===== src/rtl/layer_pkg.sv =====
// Shared constants for the layer datapath: lane geometry, saturation limits
// and the legacy-compatible FSM state encoding of the bias fetch/add stage.
package layer_pkg;

    localparam int unsigned DATA_W    = 18;
    localparam int unsigned N_OUT_ADD = 2;
    localparam int unsigned LANES     = 1 << N_OUT_ADD;

    // Signed saturation bounds for one lane
    localparam logic signed [DATA_W-1:0] SAT_MAX = {1'b0, {(DATA_W-1){1'b1}}};
    localparam logic signed [DATA_W-1:0] SAT_MIN = {1'b1, {(DATA_W-1){1'b0}}};

    // FSM state encoding
    localparam int unsigned  STATE_W = 2;
    localparam logic [1:0]   ST_IDLE = 2'd0;
    localparam logic [1:0]   ST_WAIT = 2'd1;
    localparam logic [1:0]   ST_OUT  = 2'd2;

endpackage


===== src/rtl/bias_lane_sat.sv =====
// One lane of bias addition: signed add with one guard bit, saturation to the
// lane width, then optional ReLU clamp. Purely combinational.
//   acc   : signed accumulator lane
//   bias  : signed bias lane from the ROM
//   res_c : saturated (and optionally rectified) result
module bias_lane_sat #(
    parameter int unsigned LANE_W  = layer_pkg::DATA_W,
    parameter bit          RELU_EN = 1'b1
) (
    input  logic [LANE_W-1:0] acc,
    input  logic [LANE_W-1:0] bias,
    output logic [LANE_W-1:0] res_c
);

    localparam logic [LANE_W-1:0] POS_MAX = {1'b0, {(LANE_W-1){1'b1}}};
    localparam logic [LANE_W-1:0] NEG_MIN = {1'b1, {(LANE_W-1){1'b0}}};

    logic [LANE_W:0]   sum;
    logic              ovf;
    logic [LANE_W-1:0] sat;

    // Sign-extend both operands by one bit so the sum cannot wrap
    assign sum = {acc[LANE_W-1], acc} + {bias[LANE_W-1], bias};

    // Overflow when the guard bit disagrees with the lane sign bit
    assign ovf = sum[LANE_W] ^ sum[LANE_W-1];

    always_comb begin
        sat = sum[LANE_W-1:0];
        if (ovf) begin
            sat = sum[LANE_W] ? NEG_MIN : POS_MAX;
        end
    end

    always_comb begin
        res_c = sat;
        if (RELU_EN && sat[LANE_W-1]) begin
            res_c = '0;
        end
    end

endmodule


===== src/rtl/bias_fetch_add.sv =====
// Bias fetch/add stage. Accepts a packed multi-lane accumulator vector tagged
// with an output-channel group, addresses the registered bias ROM with that
// group, adds the returned bias word lane-wise with signed saturation and
// optional ReLU, and presents the result on a valid/ready stream.
//   clk, rst_n           : clock, asynchronous active-low reset
//   in_valid/in_ready    : accumulator vector handshake
//   in_group, in_data    : group tag and packed lanes (lane i at [DATA_W*i +: DATA_W])
//   bias_add             : group address to the bias ROM (valid at the accept edge)
//   bias_out             : ROM data, one cycle after the address edge
//   out_valid/out_ready  : result handshake
//   out_data, out_group  : biased lanes and their group
//   out_last             : asserted for the top group
module bias_fetch_add #(
    parameter int unsigned N_out_add  = 2,
    parameter int unsigned Addr_width = 3,
    parameter int unsigned DATA_W     = layer_pkg::DATA_W,
    parameter bit          RELU_EN    = 1'b1
) (
    input  logic                                 clk,
    input  logic                                 rst_n,
    input  logic                                 in_valid,
    output logic                                 in_ready,
    input  logic [Addr_width-1:0]                in_group,
    input  logic [(DATA_W << N_out_add)-1:0]     in_data,
    output logic [Addr_width-1:0]                bias_add,
    input  logic [(DATA_W << N_out_add)-1:0]     bias_out,
    output logic                                 out_valid,
    input  logic                                 out_ready,
    output logic [(DATA_W << N_out_add)-1:0]     out_data,
    output logic [Addr_width-1:0]                out_group,
    output logic                                 out_last
);

    import layer_pkg::*;

    localparam int unsigned LANE_CNT = 1 << N_out_add;
    localparam int unsigned VEC_W    = LANE_CNT * DATA_W;
    localparam logic [Addr_width-1:0] TOP_GROUP = {Addr_width{1'b1}};

    logic [STATE_W-1:0]    state_q, state_d;
    logic [VEC_W-1:0]      acc_q, acc_d;
    logic [Addr_width-1:0] grp_q, grp_d;
    logic                  out_valid_q, out_valid_d;
    logic [VEC_W-1:0]      out_data_q, out_data_d;
    logic [Addr_width-1:0] out_group_q, out_group_d;
    logic                  out_last_q, out_last_d;

    logic                  accept_c;
    logic [VEC_W-1:0]      sum_c;

    // Ready in IDLE, or in OUT when the pending result drains this cycle;
    // held low while reset is asserted.
    assign in_ready = rst_n & ((state_q == ST_IDLE) |
                               ((state_q == ST_OUT) & out_ready));
    assign accept_c = in_valid & in_ready;

    // ROM samples the address at the accept edge, then holds the latched group
    assign bias_add = accept_c ? in_group : grp_q;

    // Lane-wise add, saturate, rectify
    for (genvar i = 0; i < LANE_CNT; i++) begin : g_lane
        bias_lane_sat #(
            .LANE_W  (DATA_W),
            .RELU_EN (RELU_EN)
        ) u_sat (
            .acc   (acc_q[DATA_W*i +: DATA_W]),
            .bias  (bias_out[DATA_W*i +: DATA_W]),
            .res_c (sum_c[DATA_W*i +: DATA_W])
        );
    end

    // State and datapath registers
    always_ff @(posedge clk or negedge rst_n) begin
        if (!rst_n) begin
            state_q     <= ST_IDLE;
            acc_q       <= '0;
            grp_q       <= '0;
            out_valid_q <= 1'b0;
            out_data_q  <= '0;
            out_group_q <= '0;
            out_last_q  <= 1'b0;
        end else begin
            state_q     <= state_d;
            acc_q       <= acc_d;
            grp_q       <= grp_d;
            out_valid_q <= out_valid_d;
            out_data_q  <= out_data_d;
            out_group_q <= out_group_d;
            out_last_q  <= out_last_d;
        end
    end

    // Next-state and datapath update
    always_comb begin
        state_d     = state_q;
        acc_d       = acc_q;
        grp_d       = grp_q;
        out_valid_d = out_valid_q;
        out_data_d  = out_data_q;
        out_group_d = out_group_q;
        out_last_d  = out_last_q;

        case (state_q)
            ST_IDLE: begin
                if (accept_c) begin
                    acc_d   = in_data;
                    grp_d   = in_group;
                    state_d = ST_WAIT;
                end
            end

            // bias_out now carries the latched group's bias word
            ST_WAIT: begin
                out_data_d  = sum_c;
                out_group_d = grp_q;
                out_last_d  = (grp_q == TOP_GROUP);
                out_valid_d = 1'b1;
                state_d     = ST_OUT;
            end

            // Result held stable until the consumer takes it; a new vector
            // may be accepted in the same cycle the old one drains.
            ST_OUT: begin
                if (out_ready) begin
                    out_valid_d = 1'b0;
                    if (accept_c) begin
                        acc_d   = in_data;
                        grp_d   = in_group;
                        state_d = ST_WAIT;
                    end else begin
                        state_d = ST_IDLE;
                    end
                end
            end

            default: begin
                state_d     = ST_IDLE;
                out_valid_d = 1'b0;
            end
        endcase
    end

    assign out_valid = out_valid_q;
    assign out_data  = out_data_q;
    assign out_group = out_group_q;
    assign out_last  = out_last_q;

endmodule

===== config.mk =====
export PLATFORM = sky130hd
export DESIGN_NAME = bias_fetch_add
export DESIGN_NICKNAME = d
export VERILOG_FILES = /design/src/rtl/layer_pkg.sv /design/src/rtl/bias_lane_sat.sv /design/src/rtl/bias_fetch_add.sv
export SDC_FILE = /design/constraint.sdc
export NUM_CORES = 1
export LEC_CHECK = 0
export CAP_MARGIN = 5
export CORE_MARGIN = 3
export CORE_UTILIZATION = 35
export DETAILED_ROUTE_END_ITERATION = 7
export GPL_TIMING_DRIVEN = 0
export PLACE_DENSITY = 0.64
export SLEW_MARGIN = 15
export SYNTH_ARGS = -nofsm -noshare
export SYNTH_HDL_FRONTEND = slang
export SYNTH_HIERARCHICAL = 1
export SYNTH_SLANG_ARGS = --single-unit

===== constraint.sdc =====
create_clock -name clk -period 3.1 [get_ports clk]
set_clock_uncertainty 0.15 [all_clocks]
set_input_delay 0.62 -clock clk [delete_from_list [all_inputs] [get_ports clk]]
set_output_delay 0.62 -clock clk [all_outputs]
set_load 0.01 [all_outputs]

=== Word level (Yosys, flattened, before mapping) ===
Cells that the tools add are included.

* $add $sub $neg: 4
* Equal/unequal tests: 5
* Muxes and demuxes: 24
* Bitwise operators: 9
* Reduce and logical (&&, ||, !) cells: 5

{| class="wikitable"
|+ Operator list
! kind !! number
|-
| 18-bit 2-to-1 mux || 8
|-
| 72-bit 2-to-1 mux || 2
|-
| 72-bit case mux with 2 select lines || 1
|-
| 18-bit by 18-bit adder with 19-bit output || 4
|-
| 17-bit 2-to-1 mux || 4
|-
| 3-bit 2-to-1 mux || 2
|-
| 2-bit case mux with 3 select lines || 1
|-
| 3-bit case mux with 2 select lines || 1
|-
| 2-bit AND reduction || 3
|-
| 2-bit 2-to-1 mux || 2
|-
| 2-bit != test (second input constant) || 2
|-
| 1-bit bitwise XOR || 4
|-
| 1-bit AND || 3
|-
| 3-bit equality test (second input constant) || 1
|-
| 1-bit case mux with 3 select lines || 1
|-
| 2-bit by 1-bit equality test with 1-bit output (second input constant) || 1
|-
| 2-bit equality test (second input constant) || 1
|-
| 2-bit logical NOT || 1
|-
| 1-bit 2-to-1 mux || 2
|-
| 2-bit nonzero test || 1
|-
| 1-bit NOT || 1
|-
| 1-bit OR || 1
|}

* Register bits after elaboration: 154
* Input port bits: 151
* Output and inout port bits: 81
* Logic and storage cells: 54

=== Logic depth before layout (Yosys ltp) ===
* Depth after elaboration: 8
* Mapped depth: 11
* Mapped depth without buffers: 10

=== Modules after synthesis ===
The synthesis kept the hierarchy.

{| class="wikitable"
|+ By module, submodules not included
! module !! times used !! cells an instance !! area each (um^2) !! seq. area each (um^2)
|-
| bias_fetch_add || 1 || 337 || 5798.1 || 3853.7
|-
| bias_lane_sat at g_lane[0].u_sat ... || 2 || 173 || 1312.5 || 0.0
|-
| bias_lane_sat at g_lane[2].u_sat ... || 2 || 162 || 1181.1 || 0.0
|}

=== Worst setup path before layout ===
OpenSTA, ideal clock, no wires.

* Path kind: input-to-reg
* From: input bias_out[36]
* To: register out_data_q[40], in the netlist out_data[40]
* Library setup time: 64 ps
* Data arrival time: 2608 ps
* Data required time: 2886 ps
* Setup slack: 277 ps
* Stages: 11
* Path buffers: 1
* Cell sequence: ha_1 -> inv_1 -> fa_1 -> nand2b_1 -> a21oi_1 -> o2111a_1 -> o21ai_0 -> a22oi_2 -> buf_4 -> o21a_1 -> mux2_2

* Word-level cells in the longest chain between the ends: 4
* Elaborated cells between the ends (all ways): 5
* Those cells by class: add/sub (1); mux (3); bitwise (1)

{| class="wikitable"
|+ RTL lines
! what !! line !! text
|-
| from (decl) || bias_fetch_add.sv:26 || <nowiki>input logic [(DATA_W << N_out_add)-1:0] bias_out,</nowiki>
|-
| 18-bit by 18-bit adder with 19-bit output (*) || bias_lane_sat.sv:23 || <nowiki>assign sum = {acc[LANE_W-1], acc} + {bias[LANE_W-1], bias};</nowiki>
|-
| 18-bit 2-to-1 mux or 1-bit bitwise XOR (tied branches) || bias_lane_sat.sv:31, bias_lane_sat.sv:26 ||
|-
| 18-bit 2-to-1 mux (*) || bias_lane_sat.sv:30 || <nowiki>if (ovf) begin</nowiki>
|-
| 17-bit 2-to-1 mux (*) || bias_lane_sat.sv:37 || <nowiki>if (RELU_EN && sat[LANE_W-1]) begin</nowiki>
|-
| via sum_c[40] || bias_fetch_add.sv:49 || <nowiki>logic [VEC_W-1:0] sum_c;</nowiki>
|-
| to (signal assigned) || bias_fetch_add.sv:87 || <nowiki>out_data_q <= out_data_d;</nowiki>
|-
| to (decl) || bias_fetch_add.sv:44 || <nowiki>logic [VEC_W-1:0] out_data_q, out_data_d;</nowiki>
|}

Mark *: on every way through the listed nets, which the timed path passes. The rest lies on a longest branch.
A chain may end at the register's enable or synchronous reset.

=== Worst setup path in the final report ===
* From: input bias_out[48]
* To: register out_data_q[46], in the netlist out_data[46]

The elaborated chain is that of the path after synthesis.

==> summary.md <==
The area added between synthesis and finish came out at 35.9%. The net count reported at finish is 1510. For the unique cell type count in the Yosys netlist, the log shows 72. The tools report the origin of the worst setup path as bias_out[48]. The remaining routing DRC violations is 0.

The number of endpoints failing setup at the final stage was 0. Initial antenna violation count: 1. The logs give 6.25 nW for the leakage dissipation and 63 for the number of cell rows.

The synthesized netlist devotes 19.7% of its cell area to compound gates. For this design the ratio of total power to cell area is 787 mW/mm^2. The biggest fanout along the worst timing path came out at 10.

The average routed wire per standard cell works out to 18.8 microns. Counting the fill cells in the layout gives 2764. STA classifies the critical path startpoint as a primary input.

The clock transition at the register clock pins on the worst setup and hold paths after CTS is 0.06 ns. The worst setup path is of the primary input to register kind. Data arrives at the worst endpoint at 3.30 ns. The most critical setup path has its endpoint at out_data[46]. Static timing analysis puts the maximum clock frequency at 324 MHz. The clock drives 154 sinks.

The post-route netlist has 26.0% of its cells at a drive strength greater than 1. At the end of routability-driven placement, the weighted congestion stood at 0.946. The adder and majority gate portion of the synthesized area was 9.10%; the area of the core region was 0.0300 sq mm. 232 I/O pins were placed.

The register area share after synthesis is 35.7%. In the synthesized netlist, mux cells make up 17.7% of the area. Detailed placement finished with a half-perimeter wire length of 23600 microns.

For the setup slack of the worst register-to-register path, the log shows 0.28 ns. Synthesis inferred 154 register bits. Number of I/O port buffers: 231. The library cell contributing the largest single delay on the critical path was clkdlybuf4s50_1. For this run, the total global-route usage over all layers was measured as 18.7%.

The tools report the number of max-capacitance violations reported as 0. For the number of nets in the synthesized netlist, the log shows 1234. Using the TritonRoute via totals, the vias-per-cell ratio works out to 5.37.

Detailed routing placed a total of 14600 microns of wire on met2. The longest clock path from root to sink contains 2 buffers. The total overflow reported by the global router came out at 0.

The topmost layer with routed signal wires was met4. Detailed routing inserted a total of 9058 vias. The Yosys step of the flow raised 6 warnings. Launch instance of the worst register-to-register path: acc_q[64]. The slew at the pin closest to its max-slew limit came out at 0.629 ns.

The total count of hold-check failures in the final report came out at 0. The signal on the critical path passes through clkdlybuf4s50_1 > ha_2 > a21oi_2 > o21ai_1 > a2111o_1 > o22ai_4 > mux2i_4 > buf_6 > o21a_1 > mux2_2. The proportion of register bits with asynchronous set or reset after synthesis came out at 100%.

The library cell used most frequently in the layout, excluding fill and tap cells, is clkdlybuf4s50_1. On the worst path, the slowest cell contributes a delay of 0.51 ns. After the first detailed-routing iteration, the DRC count stood at 483. Shortest period the worst path allows: 3.09 ns.

The synthesized netlist devotes 3.57% of its cell area to XOR and XNOR gates. VDD sags by at most 466 uV. The dominant combinational cell family by area after synthesis was compound AO/OA/AOI/OAI gates.

In the final routing, the length of wire on met1 measures 14700 microns. The worst register-to-register path ends at out_data[63]. Overall die height: 182 microns. Hold timing on the final database bottoms out at a slack of 0.0277 ns.

The run gives 0 ns as the summed negative setup slack over all endpoints. TritonCTS built the clock tree. CTS placed an instance of clkbuf_16 at the clock tree root.

The worst path required time was 3.30 ns. In the detailed route, the total length drawn on met3 is 1850 microns. The first global-routing pass estimated 49300 microns of wire. In the layout the commonest cells are 227 x clkdlybuf4s50_1, 154 x dfrtp_1, 146 x mux2_2.

For the number of global-route vias before repair, the log shows 8985. In this run, CTS created clock tree buffers numbering 17. The worst hold path belongs to the class primary input to async pin.

The H-tree was split into 4 levels. The most used flip-flop cell after synthesis is dfrtp_1. Portion of the clock cycle consumed by the worst path in the final layout: 99.7%. The tools report the number of antenna-violating nets in the routed design as 0.

Clock latency reported for the late side of the worst-skew pair: 0.42 ns. Type of element capturing the critical path: a register. For the maximum number of pins on one net before global-route repair, the log shows 46. From left edge to right edge, the die measures 182 microns.

The max-slew violation count was 0. The average cell area after synthesis was 10.7 sq um; the instance count of the mapped netlist was 1007. The die covers 0.0330 sq mm. After synthesis the cells add up to 0.0108 sq mm. The tools report the wire length reported by the detailed router as 31700 microns.

The depth of the worst register-to-register path was 9; the relative slew slack was 56.9%. The area fraction in and, or, nand and nor cells after synthesis was 9.59%. The run finished with clean final reports.

Yosys mapped a number of flops with a built-in enable equal to 0. The first TritonRoute pass finished after 7 iterations. The effective utilization at floorplan was 35.9%.
## state kept, by name, indices dropped and copies added, names as in the netlist
signal	count
acc_q	72
out_data	72
grp_q	3
out_group	3
state_q	2
out_last	1
out_valid	1
## worst min-delay path by stage
stage | start | end | cells past startpoint | slack, ns
2_1_floorplan | rst_n | acc_q[0] | 0 | 0.17
3_3_place_gp | out_data[45] | out_data[45] | 1 | 0.34
3_5_place_dp | out_group[0] | out_group[0] | 1 | 0.35
4_1_cts | rst_n | grp_q[2] | 2 | 0.01
5_1_grt | rst_n | grp_q[2] | 2 | 0.01
6_report | rst_n | grp_q[2] | 2 | 0.03
## routing by layer
layer  up-vias  GRT usage (%)
met5         -              0
met4         0           5.03
met3        32           4.09
met2       304           29.6
met1      4431           25.9
li1       4291              -
## kinds of logic (layout without fill, tap and decap cells)
kind of cell	Yosys count	count (layout)
AO/OA/AOI/OAI	278	278
AND/OR/NAND/NOR	198	198
multiplexers	167	167
flip-flops	154	154
buffers and inverters	86	375
adder cells (fa/ha/maj)	76	76
XOR/XNOR	44	44
other	4	6
## through the flow
step | worst slack [ns] | util (%) | total power, mW | area (sq um) | cells
after floorplan | 0.277 | - | 6.89 | 10800 | 1007
after global placement | -6.22 | 45.2 | 9.09 | 13600 | 1628
after detailed placement | -0.897 | 45.3 | 9.14 | 13600 | 1629
after CTS | 0.00995 | 48.1 | 11.5 | 14500 | 1674
after global routing | -0.0826 | 48.8 | 12.3 | 14700 | 1686
final | 0.00917 | 48.8 | 11.5 | 14700 | 1688
## Yosys cell counts, types with 10 or more instances
master / n / share of area, %
and3_1: 12 / 0.70
a21o_1: 23 / 1.6
a211oi_1: 14 / 0.97
nor2_1: 37 / 1.3
nand2_1: 68 / 2.4
o21ai_0: 18 / 0.84
buf_2: 25 / 1.2
xor2_1: 12 / 0.97
a211oi_2: 20 / 2.3
dfrtp_1: 154 / 36
o211ai_1: 10 / 0.70
mux2i_1: 10 / 0.93
a21oi_1: 64 / 3.0
mux2_2: 146 / 15
o21a_1: 43 / 3.0
ha_1: 72 / 8.4
nand3_1: 10 / 0.46
xnor2_1: 32 / 2.6
inv_1: 36 / 1.3
nand2b_1: 14 / 0.81
## what timing repair did
action,4_1_cts,5_1_grt
hold endpoints to repair,45,0
pin swaps,3,13
setup endpoints to repair,44,60
gates cloned,3,3
hold buffers,1,0
setup buffers,11,9
resized for setup,17,34
## critical path: cells and delay by family
| family | cells | cell delay, ns |
|---|---|---|
| AO/OA/AOI/OAI | 5 | 1.10 |
| buffers and inverters | 2 | 0.70 |
| multiplexers | 2 | 0.53 |
| adder cells (fa/ha/maj) | 1 | 0.33 |
## cell type report
class	count	area, sq um	area share [%]
plain buffers	48	350	2.39
multi-input cells	767	6590	45.0
diodes	2	5.00	0.0341
well taps	390	488	3.33
clock buffers	19	443	3.02
inverters	36	135	0.922
clock inverters	13	144	0.982
flip-flops and latches	154	3850	26.3
repair buffers	259	2650	18.1
## report_power, final
part           total, mW  switching [mW]  internal (mW)
Sequential          3.16           0.440           2.72
Clock               2.11           0.901           1.21
Combinational       6.27            2.96           3.32
Total               11.5            4.30           7.25
Power figures use the tool's default switching activity.
